`src/rtl/seg7_scan.sv`:
```
// Time-multiplexed N-digit seven-segment controller: shadow register, scanned anodes,
// dead-time anti-ghosting, leading-zero blanking and selectable output polarity.
module seg7_scan #(
    parameter int NUM_DIGITS     = 6,
    parameter int SCAN_DIV       = 1000,
    parameter int DEAD_CYCLES    = 2,
    parameter bit SEG_ACTIVE_LOW = 1'b0,
    parameter bit AN_ACTIVE_LOW  = 1'b0
) (
    input  logic                      m_clock,
    input  logic                      p_reset,
    input  logic [4*NUM_DIGITS-1:0]   data,
    input  logic [NUM_DIGITS-1:0]     dp,
    input  logic                      load,
    input  logic                      lzb,
    input  logic                      enable,
    output logic [7:0]                seg,
    output logic [NUM_DIGITS-1:0]     anode,
    output logic [2:0]                digit_idx,
    output logic                      frame_tick
);

    localparam int                     CNT_W     = $clog2(SCAN_DIV);
    localparam logic [CNT_W-1:0]       CNT_LAST  = CNT_W'(SCAN_DIV - 1);
    localparam logic [CNT_W-1:0]       DEAD_LAST = CNT_W'(DEAD_CYCLES - 1);
    localparam logic [2:0]             IDX_LAST  = 3'(NUM_DIGITS - 1);
    localparam logic [7:0]             SEG_OFF   = SEG_ACTIVE_LOW ? 8'hFF : 8'h00;
    localparam logic [NUM_DIGITS-1:0]  AN_OFF    = AN_ACTIVE_LOW ? {NUM_DIGITS{1'b1}} : '0;

    typedef enum logic [1:0] {IDLE, DARK, LIT} state_t;

    state_t                    state, state_nxt;
    logic [CNT_W-1:0]          cnt, cnt_nxt;
    logic [2:0]                idx, idx_nxt;
    logic [4*NUM_DIGITS-1:0]   shadow_data;
    logic [NUM_DIGITS-1:0]     shadow_dp;
    logic                      frame_tick_nxt;
    logic [7:0]                seg_act;
    logic [NUM_DIGITS-1:0]     an_act;
    logic [2:0]                digit_idx_nxt;
    logic [3:0]                nib;
    logic                      dp_sel;
    logic                      nonzero_above;
    logic                      blank;

    function automatic logic [6:0] font(input logic [3:0] v);
        case (v)
            4'h0: font = 7'h3F;  4'h1: font = 7'h06;  4'h2: font = 7'h5B;  4'h3: font = 7'h4F;
            4'h4: font = 7'h66;  4'h5: font = 7'h6D;  4'h6: font = 7'h7D;  4'h7: font = 7'h27;
            4'h8: font = 7'h7F;  4'h9: font = 7'h6F;  4'hA: font = 7'h77;  4'hB: font = 7'h7C;
            4'hC: font = 7'h39;  4'hD: font = 7'h5E;  4'hE: font = 7'h79;  default: font = 7'h71;
        endcase
    endfunction

    always_comb begin
        state_nxt      = state;
        cnt_nxt        = cnt;
        idx_nxt        = idx;
        frame_tick_nxt = 1'b0;
        if (!enable) begin
            state_nxt = IDLE;
            cnt_nxt   = '0;
            idx_nxt   = '0;
        end else begin
            case (state)
                IDLE: begin
                    state_nxt      = DARK;
                    cnt_nxt        = '0;
                    idx_nxt        = '0;
                    frame_tick_nxt = 1'b1;
                end
                DARK: begin
                    cnt_nxt = cnt + CNT_W'(1);
                    if (cnt == DEAD_LAST) state_nxt = LIT;
                end
                LIT: begin
                    if (cnt == CNT_LAST) begin
                        cnt_nxt   = '0;
                        state_nxt = DARK;
                        if (idx == IDX_LAST) begin
                            idx_nxt        = '0;
                            frame_tick_nxt = 1'b1;
                        end else begin
                            idx_nxt = idx + 3'd1;
                        end
                    end else begin
                        cnt_nxt = cnt + CNT_W'(1);
                    end
                end
                default: begin
                    state_nxt = IDLE;
                    cnt_nxt   = '0;
                    idx_nxt   = '0;
                end
            endcase
        end
    end

    // Outputs are decoded from the next state so seg and anode land on the same edge as the slot change.
    always_comb begin
        nib           = 4'h0;
        dp_sel        = 1'b0;
        nonzero_above = 1'b0;
        an_act        = '0;
        seg_act       = 8'h00;
        digit_idx_nxt = 3'd0;
        for (int j = 0; j < NUM_DIGITS; j++) begin
            if (3'(j) == idx_nxt) begin
                nib    = shadow_data[4*j +: 4];
                dp_sel = shadow_dp[j];
                an_act[j] = (state_nxt == LIT);
            end
            if (3'(j) >= idx_nxt && shadow_data[4*j +: 4] != 4'h0) nonzero_above = 1'b1;
        end
        blank = lzb && (idx_nxt != 3'd0) && !nonzero_above;
        if (state_nxt == LIT) begin
            seg_act       = {dp_sel, blank ? 7'h00 : font(nib)};
            digit_idx_nxt = idx_nxt;
        end
    end

    always_ff @(posedge m_clock or negedge p_reset) begin
        if (!p_reset) begin
            state       <= IDLE;
            cnt         <= '0;
            idx         <= '0;
            shadow_data <= '0;
            shadow_dp   <= '0;
            seg         <= SEG_OFF;
            anode       <= AN_OFF;
            digit_idx   <= 3'd0;
            frame_tick  <= 1'b0;
        end else begin
            state      <= state_nxt;
            cnt        <= cnt_nxt;
            idx        <= idx_nxt;
            seg        <= seg_act ^ SEG_OFF;
            anode      <= an_act ^ AN_OFF;
            digit_idx  <= digit_idx_nxt;
            frame_tick <= frame_tick_nxt;
            if (load) begin
                shadow_data <= data;
                shadow_dp   <= dp;
            end
        end
    end

endmodule
```
`config.mk`:
```
export PLATFORM = sky130hd
export DESIGN_NAME = seg7_scan
export DESIGN_NICKNAME = d
export VERILOG_FILES = /design/src/rtl/seg7_scan.sv
export SDC_FILE = /design/constraint.sdc
export NUM_CORES = 1
export LEC_CHECK = 0
export ABC_CLOCK_PERIOD_IN_PS = 5000
export CAP_MARGIN = 20
export CORE_MARGIN = 2
export CORE_UTILIZATION = 23
export CTS_CLUSTER_DIAMETER = 200
export DETAILED_ROUTE_END_ITERATION = 8
export DONT_BUFFER_PORTS = 1
export MAX_ROUTING_LAYER = met4
export SYNTH_ARGS = -nofsm -noshare
export SYNTH_HDL_FRONTEND = slang
export SYNTH_SLANG_ARGS = --single-unit
```
`constraint.sdc`:
```
create_clock -name m_clock -period 5 [get_ports m_clock]
set_clock_uncertainty 0.05 [all_clocks]
set_input_delay 0.5 -clock m_clock [delete_from_list [all_inputs] [get_ports m_clock]]
set_output_delay 0.5 -clock m_clock [all_outputs]
set_load 0.005 [all_outputs]
```
Yosys cells after proc, flatten, opt, wreduce, memory -nomap -nowiden
Memory sizes are Yosys's and may differ from the RTL's.
Index checks and enable logic that the tools add are counted.
Cells by class
  add/sub/neg operators: 2
  magnitude comparators: 6
  eq/ne operators: 11
  muxes and demuxes: 42
  reduce and logical (&&, ||, !) cells: 18
Operators by type and width (number)
  two-way mux 4 bit: 6
  nonzero test 4 bit: 6
  two-way mux 1 bit: 21
  two-way mux 10 bit: 2
  case mux 10 bit (2 select lines): 1
  two-way mux 3 bit: 4
  adder 10 x 1 -> 10 bit (second input constant): 1
  == test 10 x 1 -> 1 bit (second input constant): 1
  == test 10 bit (second input constant): 1
  logical AND 1 bit: 8
  two-way mux 8 bit: 1
  two-way mux 7 bit: 1
  == test 2 x 3 -> 1 bit (first input constant): 2
  == test 3 bit (first input constant): 2
  greater-or-equal comparator 1 x 3 -> 1 bit (first input constant): 2
  greater-or-equal comparator 2 x 3 -> 1 bit (first input constant): 2
  greater-or-equal comparator 3 bit (first input constant): 2
  two-way mux 2 bit: 3
  case mux 2 bit (3 select lines): 1
  case mux 3 bit (2 select lines): 1
  == test 2 bit (second input constant): 2
  adder 3 x 1 -> 3 bit (second input constant): 1
  == test 1 x 3 -> 1 bit (first input constant): 1
  == test 3 bit (second input constant): 1
  other kinds (6): 6
Word-level totals
  bits in registers: 63
  bits in read-only memories: 112
  input port bits: 35
  output and inout port bits: 18
  logic and storage cells: 89
  memories: 1
Memory list
  (name not given): depth 16, width 7, rd ports 1, clocked after Yosys merged registers in 0, write ports 0, RTL line 47  | case (v)

Depth between registers and ports, before layout
  depth after elaboration: 17
  gate-level depth with buffers: 14
  mapped depth without buffers: 13

Worst setup path after synthesis
OpenSTA, ideal clock, no wires.
  kind: register to register
  start point: reg state[0]
  end point: reg seg[3]
  library setup time: 0.078 ns
  arrival time: 3.078 ns
  required time: 4.872 ns
  slack: 1.794 ns
  cell stages (with the launch flop): 14
  path buffers: 1
  clock period less this slack: 3.206 ns
  cells stage by stage: dfrtp_1 -> inv_1 -> ha_1 -> clkbuf_1 -> nand2b_1 -> nor4_2 -> o21ai_2 -> inv_2 -> mux2_1 -> a222oi_1 -> inv_1 -> ha_1 -> a221o_1 -> a21oi_1
Between the ends
  word-level cells in the longest chain between the ends: 15
  elaborated cells on any way between the ends: 47
  those cells by class: order compare: 6; eq/ne: 8; mux: 20; reduce/logical: 12; memory: 1
Ends and longest elaborated chain
  from (decl): RTL line 32  | state_t state, state_nxt;
  from (signal assigned): RTL line 134  | state <= state_nxt;
  == test 2 bit / == test 2 x 1 -> 1 bit (equally long branches): RTL line 65  | case (state)
  case mux 3 bit (2 select lines) (*): RTL line 65
  two-way mux 3 bit (*): RTL line 60  | if (!enable) begin
  named net idx_nxt[0]: RTL line 34  | logic [2:0] idx, idx_nxt;
  branches (longest 10 deep; another with memory (16 x 7 bit))
  two-way mux 7 bit (*): RTL line 117  | seg_act = {dp_sel, blank ? 7'h00 : font(nib)};
  two-way mux 8 bit (*): RTL line 116  | if (state_nxt == LIT) begin
  named net seg_act[3]: RTL line 38  | logic [7:0] seg_act;
  to (signal assigned): RTL line 137  | seg <= seg_act ^ SEG_OFF;
  to (decl): RTL line 17  | output logic [7:0] seg,
Mark *: on every way through the listed nets, which the timed path passes.
A chain may end at the register's enable or synchronous reset.

Final worst setup path
  start point: reg state[1]
  end point: reg seg[3]
Same word-level chain as after synthesis.

==> reports/metrics.yaml <==
synthesis:
  synth.cell_area_mm2: 0.003297
  async_flop_share_pct: 100.0
  synth_top_cell_by_area: "sky130_fd_sc_hd__dfrtp_1"
  synthTopCellsByArea: "sky130_fd_sc_hd__dfrtp_1 48%, sky130_fd_sc_hd__mux2_2 10%, sky130_fd_sc_hd__ha_1 3.4%"
  yosysSeqAreaShare_pct: 47.82
  cell_variety_after_synth: 53
  synth_enable_flop_cells: 0
  synth_cells: 309
  yosys_register_bits: 63
  ys_dominant_reg_cell: "sky130_fd_sc_hd__dfrtp_1"
  ys.warnings.count: 0
  synth.avg_cell_area_um2: 10.67
  yosysTopAreaCellShare_pct: 47.82
  postSynthNetCount: 353
placed_design:
  detailed_place_hpwl_mm: 6.129
  count_of_placed_standard_cells_including_taps: 480
  gpl.final_weighted_congestion: 0.8842
  numPortBuffers: 0
  post-place-ws_ps: 986.3
clock_tree:
  cts_max_path_buffers: 2
  cts_inserted_buffers: 9
  cts_root_buffer: "sky130_fd_sc_hd__clkbuf_16"
  h-tree-depth: 3
  tritoncts: "done"
  clkSinkCount: 63
  clk-insertion-delay-late_ps: 330
  cts.repair.resized: 0
  clkTransAtPathRegs_ps: 60
  postCtsHoldBufs: 2
  cts.repair_timing.setup_buffer_count: 0
grt:
  grt_most_used_layer: "met2"
  grt_overflow_total: 0
  gr-usage-all-layers_pct: 11.75
  grt_antenna_before_repair: 0
  grt_max_degree: 64
  grt_pass1_wl_mm: 13.25
  grtUsageMet1_pct: 15.87
  gr-usage-met2_pct: 16.21
  first_global_vias: 2410
  gr-usage-met3_pct: 3.892
finish:
  num-nets-final: 357
  n_antenna_cell: 0
  areaGrowthSynthToFinish_pct: 17.68
  fillCellCount: 1444
  fin_cells: 498
  proportion_of_layout_cells_with_a_drive_suffix_above_1_pct: 19.81
  finalCoreUtilization_pct: 27.84
drt:
  dr.pass1.iters: 4
  route.vias.total: 2431
  post-route-drc-count: 0
  drt-vias-per-instance: 4.882
  drt_iter0_markers: 154
  wirelength_mm: 8.133
  drtAntennaViolNets: 0
  routed_wire_length_per_instance_um: 16.33
sta:
  setup_viol: 0
  min_period_over_period_pct: 81.52
  max_freq_mhz: 245.3
  fin_tns_setup_ps: 0
  final.setup.worst_slack_ps: 923.8
  post_layout_min_period_ps: 4076
  timing.max_slew.rel_slack_pct: 36.78
  final-hold-violation-count: 0
  final-max-slew-violation-count: 0
  rsz0062_at_grt: "false"
  worst_slew_pin_slew_ps: 948.4
power_and_ir_drop:
  intPower_uw: 1086
  clk_network_pwr_share_pct: 52.5
  power_switching_uw: 309.1
  pwr-share-seq_pct: 40.2
  switching_share_pct: 22.16
  leakagePower_uw: 0.001587
  ir_worst_vdd_mv: 0.2220
  powerDensity_mw_per_mm2: 359.4
  pwr-share-comb_pct: 7.3
critical_path:
  cp.buffers_inverters: 3
  data_required_time_at_the_worst_endpoint_ps: 5200
  timing.critical_path.max_delay_family: "compound AO/OA/AOI/OAI gates"
  start_kind: "flop"
  cp_num_cells: 12
  worst_setup_path_end_kind: "flop"
  crit_type: "flop to flop"
  timing.critical_path.slowest_stage_cell: "sky130_fd_sc_hd__a222oi_1"
  path_cells: "inv_1 -> ha_1 -> o21ai_0 -> a41oi_2 -> o21ai_2 -> inv_2 -> mux2_1 -> a222oi_1 -> inv_1 -> ha_1 -> a221o_1 -> a21oi_1"
  critPathMaxStageDelay_ps: 820
  count_of_cells_along_the_worst_register_to_register_path: 12
  timing.critical_path.fanout_max: 13
  cp.arrival_ps: 4280
worst_hold_path:
  min_path_cells: 1
  worstHoldPathType: "primary input to flop"
floorplanning:
  ioPinCount: 53
  die_width_um: 123.7
  effective_utilization_at_floorplan_pct: 23.66
  floorplan.die.height_um: 123.7
  std_cell_rows: 43
  design.die.area_mm2: 0.01531
  floorplan.core_area_mm2: 0.01393
outcome:
  run_status: "finished clean"
run:
  maxCapViolCount: 0
-- metrics by stage --
stage                     cell area [um^2]  hold WS, ps  total power (uW)
after CTS                             3880        197.6              1418
after global placement                3488        155.9             653.9
after floorplan                       3297        154.4             633.9
after detailed placement              3488        155.9             656.8
final                                 3880        219.4              1395
after global routing                  3880        221.9              1456
-- worst reg2reg max path: stages, from the launching register on --
cell and delay [ps]:
sky130_fd_sc_hd__dfrtp_1 410, sky130_fd_sc_hd__inv_1 100, sky130_fd_sc_hd__ha_1 290, sky130_fd_sc_hd__o21ai_0 260, sky130_fd_sc_hd__a41oi_2 80, sky130_fd_sc_hd__o21ai_2 520, sky130_fd_sc_hd__inv_2 200, sky130_fd_sc_hd__mux2_1 360
sky130_fd_sc_hd__a222oi_1 820, sky130_fd_sc_hd__inv_1 210, sky130_fd_sc_hd__ha_1 280, sky130_fd_sc_hd__a221o_1 310, sky130_fd_sc_hd__a21oi_1 120
-- routing by layer --
layer | wire [um] | vias up
met1 | 3932 | 1200
met3 | 505 | 9
met2 | 3561 | 84
met4 | 134 | 0
met5 | 0 | -
li1 | - | 1138
-- cell usage in the layout (no fill, tap or decap), drive strengths merged, types with 3 or more instances in the layout --
cell | Yosys | routed
mux2 | 31 | 31
nor2 | 29 | 29
a21o | 3 | 3
o221ai | 4 | 4
or2 | 4 | 4
bufinv | 0 | 3
clkbuf | 8 | 10
nor3 | 10 | 10
a31oi | 4 | 4
mux2i | 5 | 5
inv | 19 | 20
a211oi | 4 | 4
nand3b | 3 | 3
o21ai | 11 | 11
nor4 | 8 | 8
nand2b | 4 | 4
a221o | 4 | 4
dfrtp | 63 | 63
xnor2 | 5 | 5
o211ai | 4 | 4
and2 | 3 | 3
xor2 | 3 | 3
ha | 9 | 9
o22a | 3 | 3
a21oi | 8 | 8
nand3 | 9 | 9
nand2 | 22 | 22
or3 | 3 | 3
-- area by class of cell --
class | count | area [um^2] | share of cell area, %
clock inverter | 6 | 115.1 | 2.967
multi-input combinational | 218 | 1615 | 41.63
sequential | 63 | 1577 | 40.63
timing repair buffer | 2 | 37.54 | 0.9674
inverter | 19 | 71.32 | 1.838
tap | 180 | 225.2 | 5.805
clock buffer | 10 | 239.0 | 6.159
-- logic make-up (layout without fill, tap and decap cells) --
logic type      Yosys count  count (layout)  share of synthesized area (%)
simple gates            105             105                          17.76
xor+xnor                  8               8                          2.125
mux                      36              36                          12.11
buf+inv                  28              37                          3.188
compound gates           60              60                          13.59
flops                    63              63                          47.82
fa+ha+maj                 9               9                          3.416
-- Yosys cell counts (5+ instances only) --
cell,instances
sky130_fd_sc_hd__mux2i_1,5
sky130_fd_sc_hd__nor2_1,29
sky130_fd_sc_hd__inv_1,18
sky130_fd_sc_hd__xnor2_1,5
sky130_fd_sc_hd__nor3_1,9
sky130_fd_sc_hd__ha_1,9
sky130_fd_sc_hd__nand3_1,7
sky130_fd_sc_hd__a21oi_1,8
sky130_fd_sc_hd__nand2_1,22
sky130_fd_sc_hd__mux2_2,30
sky130_fd_sc_hd__o21ai_0,10
sky130_fd_sc_hd__clkbuf_1,8
sky130_fd_sc_hd__dfrtp_1,63
sky130_fd_sc_hd__nor4_1,5
-- sequential cells by signal (all words and copies together), names as in the netlist --
register / flops
seg: 8
state: 2
anode: 6
shadow_data: 24
frame_tick: 1
digit_idx: 3
idx: 3
shadow_dp: 6
cnt: 10
-- power by group through the flow --
stage	registers, uW	logic [uW]	clock network (uW)
after global routing	564	114	778
after CTS	560	103	755
final	561	102	732
after detailed placement	569	87.6	0
after floorplan	558	75.5	0
after global placement	568	85.7	0
-- worst paths after layout --
check / start / to / slack (ps)
max: state[1] / seg[3] / 920
min: load / shadow_data[18] / 220
max reg2reg: state[1] / seg[3] / 920
min reg2reg: cnt[0] / cnt[0] / 450
max in group asynchronous: p_reset / shadow_dp[3] / 3970
min in group asynchronous: p_reset / seg[7] / 670
Note: power is estimated with default switching activity, not from simulation.
